<file path="src/rtl/mem_lsu_if.sv">
// Request/response and RAM-port bundle for the load/store unit.
// The slave modport is the LSU; master is the core + RAM side.
interface mem_lsu_if #(
    parameter int XLEN = 64
);
    logic            req_valid;
    logic            req_ready;
    logic            req_wen;
    logic [1:0]      req_size;
    logic            req_unsigned;
    logic [XLEN-1:0] req_addr;
    logic [XLEN-1:0] req_wdata;
    logic            resp_valid;
    logic [XLEN-1:0] resp_rdata;
    logic            resp_split;
    logic            mem_rd_ena;
    logic            mem_wr_ena;
    logic [7:0]      byte_enable;
    logic [XLEN-1:0] mem_addr;
    logic [XLEN-1:0] mem_wr_data;
    logic [XLEN-1:0] mem_rd_data;

    modport slave (
        input  req_valid, req_wen, req_size, req_unsigned, req_addr, req_wdata, mem_rd_data,
        output req_ready, resp_valid, resp_rdata, resp_split,
        output mem_rd_ena, mem_wr_ena, byte_enable, mem_addr, mem_wr_data
    );

    modport master (
        output req_valid, req_wen, req_size, req_unsigned, req_addr, req_wdata, mem_rd_data,
        input  req_ready, resp_valid, resp_rdata, resp_split,
        input  mem_rd_ena, mem_wr_ena, byte_enable, mem_addr, mem_wr_data
    );
endinterface

</file>
<file path="src/rtl/mem_lsu.sv">
// Load/store initiator: turns byte-addressed core requests into dword-aligned,
// byte-masked RAM beats, splitting accesses that straddle a dword boundary.
module mem_lsu #(
    parameter int XLEN = 64
) (
    input logic      clk,
    input logic      rst_n,
    mem_lsu_if.slave bus
);
    localparam logic [1:0] IDLE  = 2'd0;
    localparam logic [1:0] BEAT0 = 2'd1;
    localparam logic [1:0] BEAT1 = 2'd2;
    localparam logic [1:0] RESP  = 2'd3;

    logic [1:0]      state;
    logic            c_wen;
    logic [1:0]      c_size;
    logic            c_uns;
    logic [XLEN-1:0] c_addr;
    logic [XLEN-1:0] c_wdata;
    logic [XLEN-1:0] lo;
    logic [XLEN-1:0] hi;

    logic [2:0]        off;
    logic [3:0]        nbytes;
    logic [15:0]       mask16;
    logic [6:0]        shamt;
    logic [2*XLEN-1:0] wide_wdata;
    logic              split;
    logic [XLEN-1:0]   hi_eff;
    logic [XLEN-1:0]   ld_raw;
    logic [XLEN-1:0]   ld_ext;
    logic [XLEN-1:0]   a0;

    assign off        = c_addr[2:0];
    assign nbytes     = 4'd1 << c_size;
    assign mask16     = ((16'd1 << nbytes) - 16'd1) << off;
    assign shamt      = {1'b0, off, 3'b000};
    assign wide_wdata = {{XLEN{1'b0}}, c_wdata} << shamt;
    assign split      = ({1'b0, off} + nbytes) > 4'd8;
    assign a0         = {c_addr[XLEN-1:3], 3'b000};

    // hi is stale on non-split loads, so it must not leak into the result
    assign hi_eff = split ? hi : '0;
    assign ld_raw = XLEN'({hi_eff, lo} >> shamt);

    always_comb begin
        ld_ext = ld_raw;
        case (c_size)
            2'd0: ld_ext = {{(XLEN-8){~c_uns & ld_raw[7]}}, ld_raw[7:0]};
            2'd1: ld_ext = {{(XLEN-16){~c_uns & ld_raw[15]}}, ld_raw[15:0]};
            2'd2: ld_ext = {{(XLEN-32){~c_uns & ld_raw[31]}}, ld_raw[31:0]};
            default: ld_ext = ld_raw;
        endcase
    end

    always_comb begin
        bus.req_ready   = (state == IDLE);
        bus.resp_valid  = 1'b0;
        bus.resp_rdata  = '0;
        bus.resp_split  = 1'b0;
        bus.mem_rd_ena  = 1'b0;
        bus.mem_wr_ena  = 1'b0;
        bus.byte_enable = '0;
        bus.mem_addr    = '0;
        bus.mem_wr_data = '0;
        case (state)
            BEAT0: begin
                bus.mem_addr    = a0;
                bus.byte_enable = mask16[7:0];
                bus.mem_wr_data = wide_wdata[XLEN-1:0];
                bus.mem_rd_ena  = ~c_wen;
                bus.mem_wr_ena  = c_wen;
            end
            BEAT1: begin
                bus.mem_addr    = a0 + XLEN'(8);
                bus.byte_enable = mask16[15:8];
                bus.mem_wr_data = wide_wdata[2*XLEN-1:XLEN];
                bus.mem_rd_ena  = ~c_wen;
                bus.mem_wr_ena  = c_wen;
            end
            RESP: begin
                bus.resp_valid = 1'b1;
                bus.resp_rdata = c_wen ? '0 : ld_ext;
                bus.resp_split = split;
            end
            default: ;
        endcase
    end

    always_ff @(posedge clk or negedge rst_n) begin
        if (!rst_n) begin
            state   <= IDLE;
            c_wen   <= 1'b0;
            c_size  <= '0;
            c_uns   <= 1'b0;
            c_addr  <= '0;
            c_wdata <= '0;
            lo      <= '0;
            hi      <= '0;
        end else begin
            case (state)
                IDLE: if (bus.req_valid) begin
                    c_wen   <= bus.req_wen;
                    c_size  <= bus.req_size;
                    c_uns   <= bus.req_unsigned;
                    c_addr  <= bus.req_addr;
                    c_wdata <= bus.req_wdata;
                    state   <= BEAT0;
                end
                BEAT0: begin
                    if (!c_wen) lo <= bus.mem_rd_data;
                    state <= split ? BEAT1 : RESP;
                end
                BEAT1: begin
                    if (!c_wen) hi <= bus.mem_rd_data;
                    state <= RESP;
                end
                default: state <= IDLE;
            endcase
        end
    end
endmodule
</file>
<file path="src/flat_wrapper.sv">
// flat-port wrapper written by rule: the top's interface ports become plain ports
module mem_lsu_flat 
#(
    parameter int XLEN = 64
)
  (clk, rst_n, bus_req_valid, bus_req_wen, bus_req_size, bus_req_unsigned, bus_req_addr, bus_req_wdata, bus_mem_rd_data, bus_req_ready, bus_resp_valid, bus_resp_rdata, bus_resp_split, bus_mem_rd_ena, bus_mem_wr_ena, bus_byte_enable, bus_mem_addr, bus_mem_wr_data);
  mem_lsu_if #(.XLEN(XLEN)) bus_i ();
  input logic clk;
  input logic rst_n;
  input wire logic [$bits(bus_i.req_valid)-1:0] bus_req_valid;
  input wire logic [$bits(bus_i.req_wen)-1:0] bus_req_wen;
  input wire logic [$bits(bus_i.req_size)-1:0] bus_req_size;
  input wire logic [$bits(bus_i.req_unsigned)-1:0] bus_req_unsigned;
  input wire logic [$bits(bus_i.req_addr)-1:0] bus_req_addr;
  input wire logic [$bits(bus_i.req_wdata)-1:0] bus_req_wdata;
  input wire logic [$bits(bus_i.mem_rd_data)-1:0] bus_mem_rd_data;
  output wire logic [$bits(bus_i.req_ready)-1:0] bus_req_ready;
  output wire logic [$bits(bus_i.resp_valid)-1:0] bus_resp_valid;
  output wire logic [$bits(bus_i.resp_rdata)-1:0] bus_resp_rdata;
  output wire logic [$bits(bus_i.resp_split)-1:0] bus_resp_split;
  output wire logic [$bits(bus_i.mem_rd_ena)-1:0] bus_mem_rd_ena;
  output wire logic [$bits(bus_i.mem_wr_ena)-1:0] bus_mem_wr_ena;
  output wire logic [$bits(bus_i.byte_enable)-1:0] bus_byte_enable;
  output wire logic [$bits(bus_i.mem_addr)-1:0] bus_mem_addr;
  output wire logic [$bits(bus_i.mem_wr_data)-1:0] bus_mem_wr_data;
  assign bus_i.req_valid = bus_req_valid;
  assign bus_i.req_wen = bus_req_wen;
  assign bus_i.req_size = bus_req_size;
  assign bus_i.req_unsigned = bus_req_unsigned;
  assign bus_i.req_addr = bus_req_addr;
  assign bus_i.req_wdata = bus_req_wdata;
  assign bus_i.mem_rd_data = bus_mem_rd_data;
  assign bus_req_ready = bus_i.req_ready;
  assign bus_resp_valid = bus_i.resp_valid;
  assign bus_resp_rdata = bus_i.resp_rdata;
  assign bus_resp_split = bus_i.resp_split;
  assign bus_mem_rd_ena = bus_i.mem_rd_ena;
  assign bus_mem_wr_ena = bus_i.mem_wr_ena;
  assign bus_byte_enable = bus_i.byte_enable;
  assign bus_mem_addr = bus_i.mem_addr;
  assign bus_mem_wr_data = bus_i.mem_wr_data;
  mem_lsu #(.XLEN(XLEN)) u_core (.clk(clk), .rst_n(rst_n), .bus(bus_i));
endmodule
</file>
<file path="config.mk">
export PLATFORM = sky130hd
export DESIGN_NAME = mem_lsu_flat
export DESIGN_NICKNAME = d
export VERILOG_FILES = /design/src/rtl/mem_lsu_if.sv /design/src/rtl/mem_lsu.sv /design/src/flat_wrapper.sv
export SDC_FILE = /design/constraint.sdc
export NUM_CORES = 1
export LEC_CHECK = 0
export CAP_MARGIN = 20
export CORE_MARGIN = 4
export CORE_UTILIZATION = 50
export CTS_BUF_LIST = sky130_fd_sc_hd__clkbuf_4
export CTS_CLUSTER_SIZE = 14
export DETAILED_ROUTE_END_ITERATION = 6
export GPL_TIMING_DRIVEN = 1
export MAX_ROUTING_LAYER = met4
export PLACE_DENSITY = 0.8
export SYNTH_ARGS = -nofsm -noshare
export SYNTH_HDL_FRONTEND = slang
export SYNTH_SLANG_ARGS = --single-unit
</file>
<file path="constraint.sdc">
create_clock -name clk -period 4.35 [get_ports clk]
set_input_delay 0.6525 -clock clk [delete_from_list [all_inputs] [get_ports clk]]
set_output_delay 0.6525 -clock clk [all_outputs]
set_load 0.005 [all_outputs]
</file>
==> key figures, run 1 <==
Clocking
  – CTS max path bufs: 3
  – H-Tree Depth: 3
  – Clock-pin slew on the worst setup and hold paths: 0.07 ns
  – Skew-Pair Late Insertion Delay: 0.80 ns
  – Clock sink count: 254
  – Root Driver: clkbuf_4
  – CTS tree: yes
  – Num CTS Buffers: 73

Timing
  – Final Cycle Share: 104%
  – Crit path time final: 4.55 ns
  – Final hold viol count: 0
  – RSZ-0062 raised after global routing: true
  – Post-route setup slack: -0.196 ns
  – # setup viols final: 33
  – Final slew viol count: 0
  – Fin Setup TNS: -2.98 ns
  – WHS: 0.457 ns
  – Clk_skew: 0.0306 ns
  – Fmax: 0.220 GHz
  – Worst Tran Pin Value: 0.944 ns
  – Max transition margin: 37.1%

Synthesis
  – Asr flop ratio synth: 100%
  – Synth unique cells: 73
  – Count leader, synth: mux2_2
  – Most frequent cells after synthesis: 307 x mux2_2, 254 x dfrtp_1, 182 x nand2_1, 163 x o21ai_0, 116 x mux2i_1
  – Avg Inst Size Synth: 9.61 µm²
  – Synth top area cells: dfrtp_1 35%, mux2_2 19%, mux2i_1 6.3%
  – Post-synth top area share: 34.6%
  – Cell area after synthesis: 0.0184 mm²
  – Synth Instances: 1,911
  – Post-synth EDFFs: 0
  – Area leader, netlist: dfrtp_1
  – Ys flop type: dfrtp_1
  – Post-synthesis sequential area ratio: 34.6%
  – Synthesis Warnings: 0
  – #FFs+latches synth: 254

Worst setup path
  – Slowest cell on crit path: dfrtp_2
  – Setup crit start kind: flip-flop
  – Crit path cell chain: or2_4, inv_4, ha_4, nand2_1, o2bb2ai_1, a31oi_2, nor4b_4, buf_4, a21oi_2, o31a_1, buf_12, buf_12, buf_12, a211oi_4, buf_2
  – WS Path Type: flip-flop to output pin
  – Req. time, crit path: 3.70 ns
  – CP endpoint kind: output pin
  – WP data arrival: 3.89 ns
  – Delay of the slowest cell on the worst path: 0.43 ns
  – Most frequent CP cell: buf_12
  – Critical path fanouts, max: 6

Final layout
  – Final cell utilization of the core: 68.6%
  – Fin area: 0.0246 mm²
  – Area Growth Syn to Fin: 34.2%
  – Final net count: 2,540
  – Layout cells sized above 1: 30.4%

Power and ir drop
  – Power per Cell Area: 890 mW/mm²
  – Leakage: 9.90 nW
  – Worst VDD drop: 0.483 mV

Floorplan
  – Die Y: 200 µm
  – Die Footprint: 0.0399 mm²
  – Core area: 0.0359 mm²
  – Ports: 404
  – Starting Density: 51.1%
  – Num rows: 69
  – Die W: 200 µm

Route
  – Vias per cell: 6.53
  – Residual DRC: 0
  – Final antenna-violating net count: 0
  – DR vias: 18,700
  – Drt total wl: 74.5 mm
  – Initial DRC Count: 2,122
  – Post-DR wirelength/cell: 26.0 µm
  – Drt first pass iters: 7

GRT
  – First-pass GRT wire length: 109 mm
  – Largest net degree at the start of global routing: 112
  – Vias in the first global route: 18,000
  – Overall Global Routing Usage: 36.5%
  – Remaining Overflow, GRT: 0
  – Initial antenna violation count: 12

Place
  – Post-Place Worst Slack: 0.0732 ns
  – Routability cong.: 1.11
  – Placement Cell Area: 0.0228 mm²
  – Port bufs: 400
  – Hpwl dp: 52.4 mm

Status
  – Failing checks: negative setup slack
  – Status: complete, but fails checks

Hold path
  – Hold WC Path Type: primary input to flip-flop

Run
  – Max-Cap Viols: 0
[per-layer routing]
layer	share of wire, %	GRT usage (%)	wire, µm	vias to the layer above
met5	0	-	0	-
li1	-	-	-	8057
met3	13	11.4	9480	242
met1	39	48.7	28900	9055
met2	44	51.7	32600	1316
met4	4.7	14.9	3470	0
[report_power, final]
group	switching (mW)	internal [mW]
sequential	1.86	3.60
clock	1.13	1.26
combinational	7.33	6.78
[worst paths after layout]
kind                                   start                  to  slack [ns]  cells after the start
max                         u_core.c_size[1]  bus_resp_rdata[60]       -0.20                     15
min                        bus_req_wdata[59]  u_core.c_wdata[59]        0.46                      2
max reg2reg                  u_core.state[1]       u_core.lo[56]        1.88                      5
min reg2reg                     u_core.lo[2]        u_core.lo[2]        0.51                      1
max in group asynchronous              rst_n    u_core.c_addr[3]        2.71                      3
min in group asynchronous              rst_n       u_core.lo[50]        0.52                      2
[registers in the layout (all words and copies together) (netlist names)]
| signal | count |
|---|---|
| u_core.c_addr | 64 |
| u_core.c_size | 2 |
| u_core.c_uns | 1 |
| u_core.c_wdata | 64 |
| u_core.c_wen | 1 |
| u_core.hi | 56 |
| u_core.lo | 64 |
| u_core.state | 2 |
[cell families after synthesis]
| group | share of synthesized area (%) |
|---|---|
| AND/OR/NAND/NOR | 12.9 |
| buffers and inverters | 4.40 |
| flip-flops | 34.6 |
| multiplexers | 28.8 |
| AO/OA/AOI/OAI | 18.4 |
| other | 0.0204 |
| adder cells (fa/ha/maj) | 0.668 |
| XOR/XNOR | 0.143 |
[repair_timing]
action	4_1_cts	5_1_grt
buffers inserted	20	24
cloned	5	1
resized for setup	154	112
hold buffers	1	0
hold endpoints to repair	106	0
pin swaps	8	30
setup endpoints to repair	81	131
[per-stage QoR]
step	instances	power [mW]
3_3_place_gp	2672	17.5
5_1_grt	2858	23.0
3_5_place_dp	2672	17.8
4_1_cts	2824	21.2
2_1_floorplan	1913	12.9
6_report	2860	21.9
[layout by cell type, fill, tap and decap left out, types with 9 or more instances in the layout]
| cell type | netlist | final |
|---|---|---|
| inv_1 | 17 | 15 |
| nor3_2 | 9 | 10 |
| diode_2 | 0 | 16 |
| mux2_2 | 307 | 307 |
| nor2_1 | 68 | 60 |
| buf_6 | 2 | 10 |
| clkdlybuf4s50_1 | 0 | 342 |
| clkbuf_4 | 0 | 108 |
| and2_1 | 18 | 16 |
| a211oi_1 | 25 | 22 |
| buf_2 | 37 | 20 |
| a31oi_1 | 37 | 30 |
| o211ai_1 | 9 | 9 |
| mux2i_1 | 116 | 116 |
| a211oi_2 | 14 | 13 |
| mux4_2 | 30 | 30 |
| o21ai_0 | 163 | 162 |
| a21oi_1 | 108 | 101 |
| clkbuf_2 | 0 | 11 |
| nand3_1 | 52 | 48 |
| a222oi_1 | 16 | 16 |
| o31ai_1 | 13 | 11 |
| a21boi_0 | 25 | 23 |
| clkinv_1 | 0 | 10 |
| a2bb2oi_1 | 9 | 9 |
| o22ai_1 | 25 | 25 |
| buf_12 | 0 | 10 |
| clkdlybuf4s15_2 | 0 | 12 |
| dfrtp_1 | 254 | 248 |
| buf_4 | 9 | 88 |
| nand2_1 | 182 | 179 |
| dlymetal6s2s_1 | 0 | 9 |
| nor2b_1 | 54 | 50 |
| a22oi_1 | 36 | 36 |
| nand4_1 | 23 | 23 |
| and3_1 | 13 | 13 |
[layout make-up]
cell class              instances  area [µm²]
clock inverters                18         136
inverters                      19        75.1
repair buffers                515        5050
well taps                     461         577
clock buffers                 108         811
flip-flops and latches        254        6370
diodes                         16        40.0
multi-input cells            1469       11600
fillers                      2818       11300
[critical path, delay by kind of cell, from the launching register on]
family / cells / cell delay, ns
simple gates: 3 / 0.65
fa+ha+maj: 1 / 0.17
buf+inv: 6 / 0.87
compound gates: 5 / 0.96
flops: 1 / 0.43
No activity file was read; power rests on OpenSTA's default activity.
==> run 2: changes to the inputs <==
--- a/config.mk
+++ b/config.mk
@@ -5,6 +5,7 @@
 export SDC_FILE = /design/constraint.sdc
 export NUM_CORES = 1
 export LEC_CHECK = 0
+export ABC_AREA = 1
 export CAP_MARGIN = 20
 export CORE_MARGIN = 4
 export CORE_UTILIZATION = 50
@@ -14,6 +15,7 @@
 export GPL_TIMING_DRIVEN = 1
 export MAX_ROUTING_LAYER = met4
 export PLACE_DENSITY = 0.8
+export RECOVER_POWER = 50
 export SYNTH_ARGS = -nofsm -noshare
 export SYNTH_HDL_FRONTEND = slang
 export SYNTH_SLANG_ARGS = --single-unit
==> run 2 against run 1 <==
Against the previous run:
- combinational power grew 6%
- synthesized area grew 1.9%
- fmax grew 6.3%
- the flow finishes with violations (max-capacitance violations, max-slew violations)
- synthesized cell count grew 51%
==> key figures, run 2 <==
Route
  – Residual DRC: 0 (unchanged)
  – Final antenna-violating net count: 0 (unchanged)
  – Post-DR wirelength/cell: 22.8 µm (-13%)
  – Drt total wl: 86.4 mm (+16%)
  – Vias per cell: 6.12 (-6.3%)
  – Initial DRC Count: 3,227 (+52%)
  – Drt first pass iters: 6 (-1)
  – DR vias: 23,200 (+24%)

Worst setup path
  – WP data arrival: 3.62 ns (-0.27 ns)
  – Req. time, crit path: 3.70 ns (about the same)
  – Critical path fanouts, max: 18 (+12)
  – CP bufs+invs: 6 (unchanged)
  – Delay of the slowest cell on the worst path: 0.53 ns (+0.10 ns)
  – Most frequent CP cell: inv_1
  – WS Path Type: flip-flop to output pin
  – Crit path cell chain: inv_1, ha_1, inv_1, nor2_1, buf_4, inv_1, nor2_1, o21ai_0, inv_1, clkdlybuf4s50_1
  – Largest delay share family, worst path: buffers and inverters
  – Setup crit start kind: flip-flop
  – CP endpoint kind: output pin
  – Slowest cell on crit path: clkdlybuf4s50_1

Clocking
  – CTS tree: yes
  – Clock-pin slew on the worst setup and hold paths: 0.07 ns (about the same)
  – CTS max path bufs: 3 (unchanged)
  – Root Driver: clkbuf_4
  – Clock sink count: 254 (unchanged)
  – Skew-Pair Late Insertion Delay: 0.80 ns (about the same)
  – Num CTS Buffers: 73 (unchanged)
  – H-Tree Depth: 3 (unchanged)

Synthesis
  – Post-synth EDFFs: 0 (unchanged)
  – Asr flop ratio synth: 100% (unchanged)
  – Post-synthesis sequential area ratio: 34.0% (-0.66 points)
  – Synthesis Warnings: 0 (unchanged)
  – Synth unique cells: 47 (-36%)
  – Ys flop type: dfrtp_1
  – Synth Instances: 2,883 (+51%)
  – Area leader, netlist: dfrtp_1
  – #FFs+latches synth: 254 (unchanged)
  – Cell area after synthesis: 0.0187 mm² (+1.9%)
  – Post-synth top area share: 34.0% (-0.66 points)
  – Synth top area cells: dfrtp_1 34%, nand2_1 16%, o21ai_0 8.7%
  – Avg Inst Size Synth: 6.49 µm² (-32%)
  – Most frequent cells after synthesis: 810 x nand2_1, 327 x o21ai_0, 310 x inv_1, 294 x nor2_1, 254 x dfrtp_1
  – Count leader, synth: nand2_1

Floorplan
  – Die Footprint: 0.0406 mm² (+1.9%)
  – Starting Density: 50.9% (-0.24 points)
  – Die Y: 201 µm (+0.92%)
  – Num rows: 70 (+1.4%)
  – Core area: 0.0368 mm² (+2.4%)
  – Ports: 404 (unchanged)
  – Die W: 201 µm (+0.92%)

Final layout
  – Final net count: 3,476 (+37%)
  – Fin area: 0.0250 mm² (+1.3%)
  – Fill cells: 3,151 (+12%)
  – Most frequent cells in the layout: 787 x nand2_1, 346 x clkdlybuf4s50_1, 314 x o21ai_0
  – Final cell utilization of the core: 67.9% (-0.76 points)
  – Area Growth Syn to Fin: 33.4%
  – Biggest regs: u_core.c_addr (64), u_core.c_wdata (64), u_core.lo (64)
  – Fin cells: 3,794 (+33%)
  – Most common cell after layout, fill and taps aside: nand2_1
  – Layout cells sized above 1: 13.3% (-17 points)

Place
  – Port bufs: 400 (unchanged)
  – Dpl cells: 3,613 (+35%)
  – Hpwl dp: 62.9 mm (+20%)
  – Placement Cell Area: 0.0230 mm² (+0.72%)
  – Routability cong.: 1.10 (-1.4%)

Timing
  – Final Cycle Share: 98.3% (-6.2 points)
  – Final slew viol count: 343 (+343)
  – Crit path time final: 4.27 ns (-0.271 ns)
  – Fmax: 0.234 GHz (+6.3%)
  – Final hold viol count: 0 (unchanged)
  – Worst Tran Pin Value: 3.14 ns (+2.20 ns)
  – Clk_skew: 0.0386 ns (+0.00803 ns)
  – RSZ-0062 raised after global routing: true
  – # setup viols final: 0 (-100%)
  – Fin Setup TNS: 0 ns (+2.98 ns)
  – Max transition margin: -110% (-150 points)

Status
  – Status: complete, but fails checks
  – Failing checks: max-capacitance violations, max-slew violations

GRT
  – Remaining Overflow, GRT: 0 (unchanged)
  – Largest net degree at the start of global routing: 109 (-2.7%)
  – Overall Global Routing Usage: 41.9% (+5.4 points)
  – First-pass GRT wire length: 130 mm (+19%)
  – Initial antenna violation count: 7 (-5)
  – Vias in the first global route: 21,900 (+22%)

Hold path
  – Hold WC Path Type: primary input to flip-flop

Power and ir drop
  – Worst VDD drop: 0.495 mV (+2.3%)
  – Power per Cell Area: 887 mW/mm² (-0.38%)
  – Leakage: 11.9 nW (+21%)

Run
  – Max-Cap Viols: 5 (+5)
## run 2: final cells by class
type / count / area [µm²] / area share [%]
Multi-Input combinational cell: 2120 / 10900 / 43.5
Sequential cell: 254 / 6370 / 25.5
Timing Repair Buffer: 497 / 4950 / 19.8
Inverter: 321 / 1240 / 4.96
Clock buffer: 107 / 803 / 3.22
Tap cell: 468 / 586 / 2.35
Clock inverter: 19 / 128 / 0.511
Antenna cell: 7 / 17.5 / 0.0702
Timing Repair inverter: 1 / 7.51 / 0.0301
## run 2: layer usage
metal,wire length (µm),track usage (%),share of wire (%),vias to the layer above
met4,4570,18.6,5.3,0
met2,36300,59.2,42,1817
met3,11500,10.2,13,297
met1,34000,57.3,39,10800
met5,0,-,0,-
li1,-,-,-,10300
## run 2: worst register-to-register path, delay by kind of cell, from the launching register on
family                     cells  cell delay, ns
adders and majority gates      1            0.24
buffers and inverters          2            1.36
DFF                            1            0.38
muxes                          1            0.49
and+or+nand+nor                1            0.93
## run 2: power breakdown
part | switching (mW) | total (mW) | internal, mW
clock network | 1.12 | 2.36 | 1.24
registers | 1.35 | 4.90 | 3.55
logic | 9.29 | 14.9 | 5.59
## run 2: final timing paths
check	from	to	cells past startpoint	slack, ns
worst max register to register	u_core.state[0]	u_core.c_wdata[15]	5	0.84
max in group asynchronous	rst_n	u_core.c_addr[1]	2	0.66
worst min register to register	u_core.lo[51]	u_core.lo[51]	2	0.48
worst max-delay path	u_core.state[0]	bus_byte_enable[0]	10	0.08
worst min-delay path	bus_mem_rd_data[27]	u_core.hi[27]	3	0.45
min in group asynchronous	rst_n	u_core.c_addr[3]	2	1.43
## run 2: repair_timing
item                       4_1_cts  5_1_grt
setup buffers                   26       16
setup endpoints to repair      118      130
gates resized for setup        119      130
pin swaps                       21       31
hold buffers                     1        0
cloned                           5        0
hold endpoints to repair        42        0
## run 2: metrics by stage
step	hold WS, ns	total power [mW]	setup WS, ns
detailed placement	0.473	17.7	0.308
global placement	0.468	17.5	0.327
floorplan	0.357	12.3	1.25
CTS	0.394	21.1	-0.00131
global route	0.435	23.4	-0.0256
finish	0.448	22.1	0.0753
## run 2: cells by family (layout without fill, tap and decap cells)
group           count (synthesis)  in the layout  synth area share [%]
compound gates                682            682                  20.0
xor+xnor                        1              1                0.0468
fa+ha+maj                       9              9                 0.602
buf+inv                       511            945                  10.8
flops                         254            254                  34.0
mux                            93             93                  5.41
other cells                     1             10                0.0200
simple gates                 1332           1332                  29.2
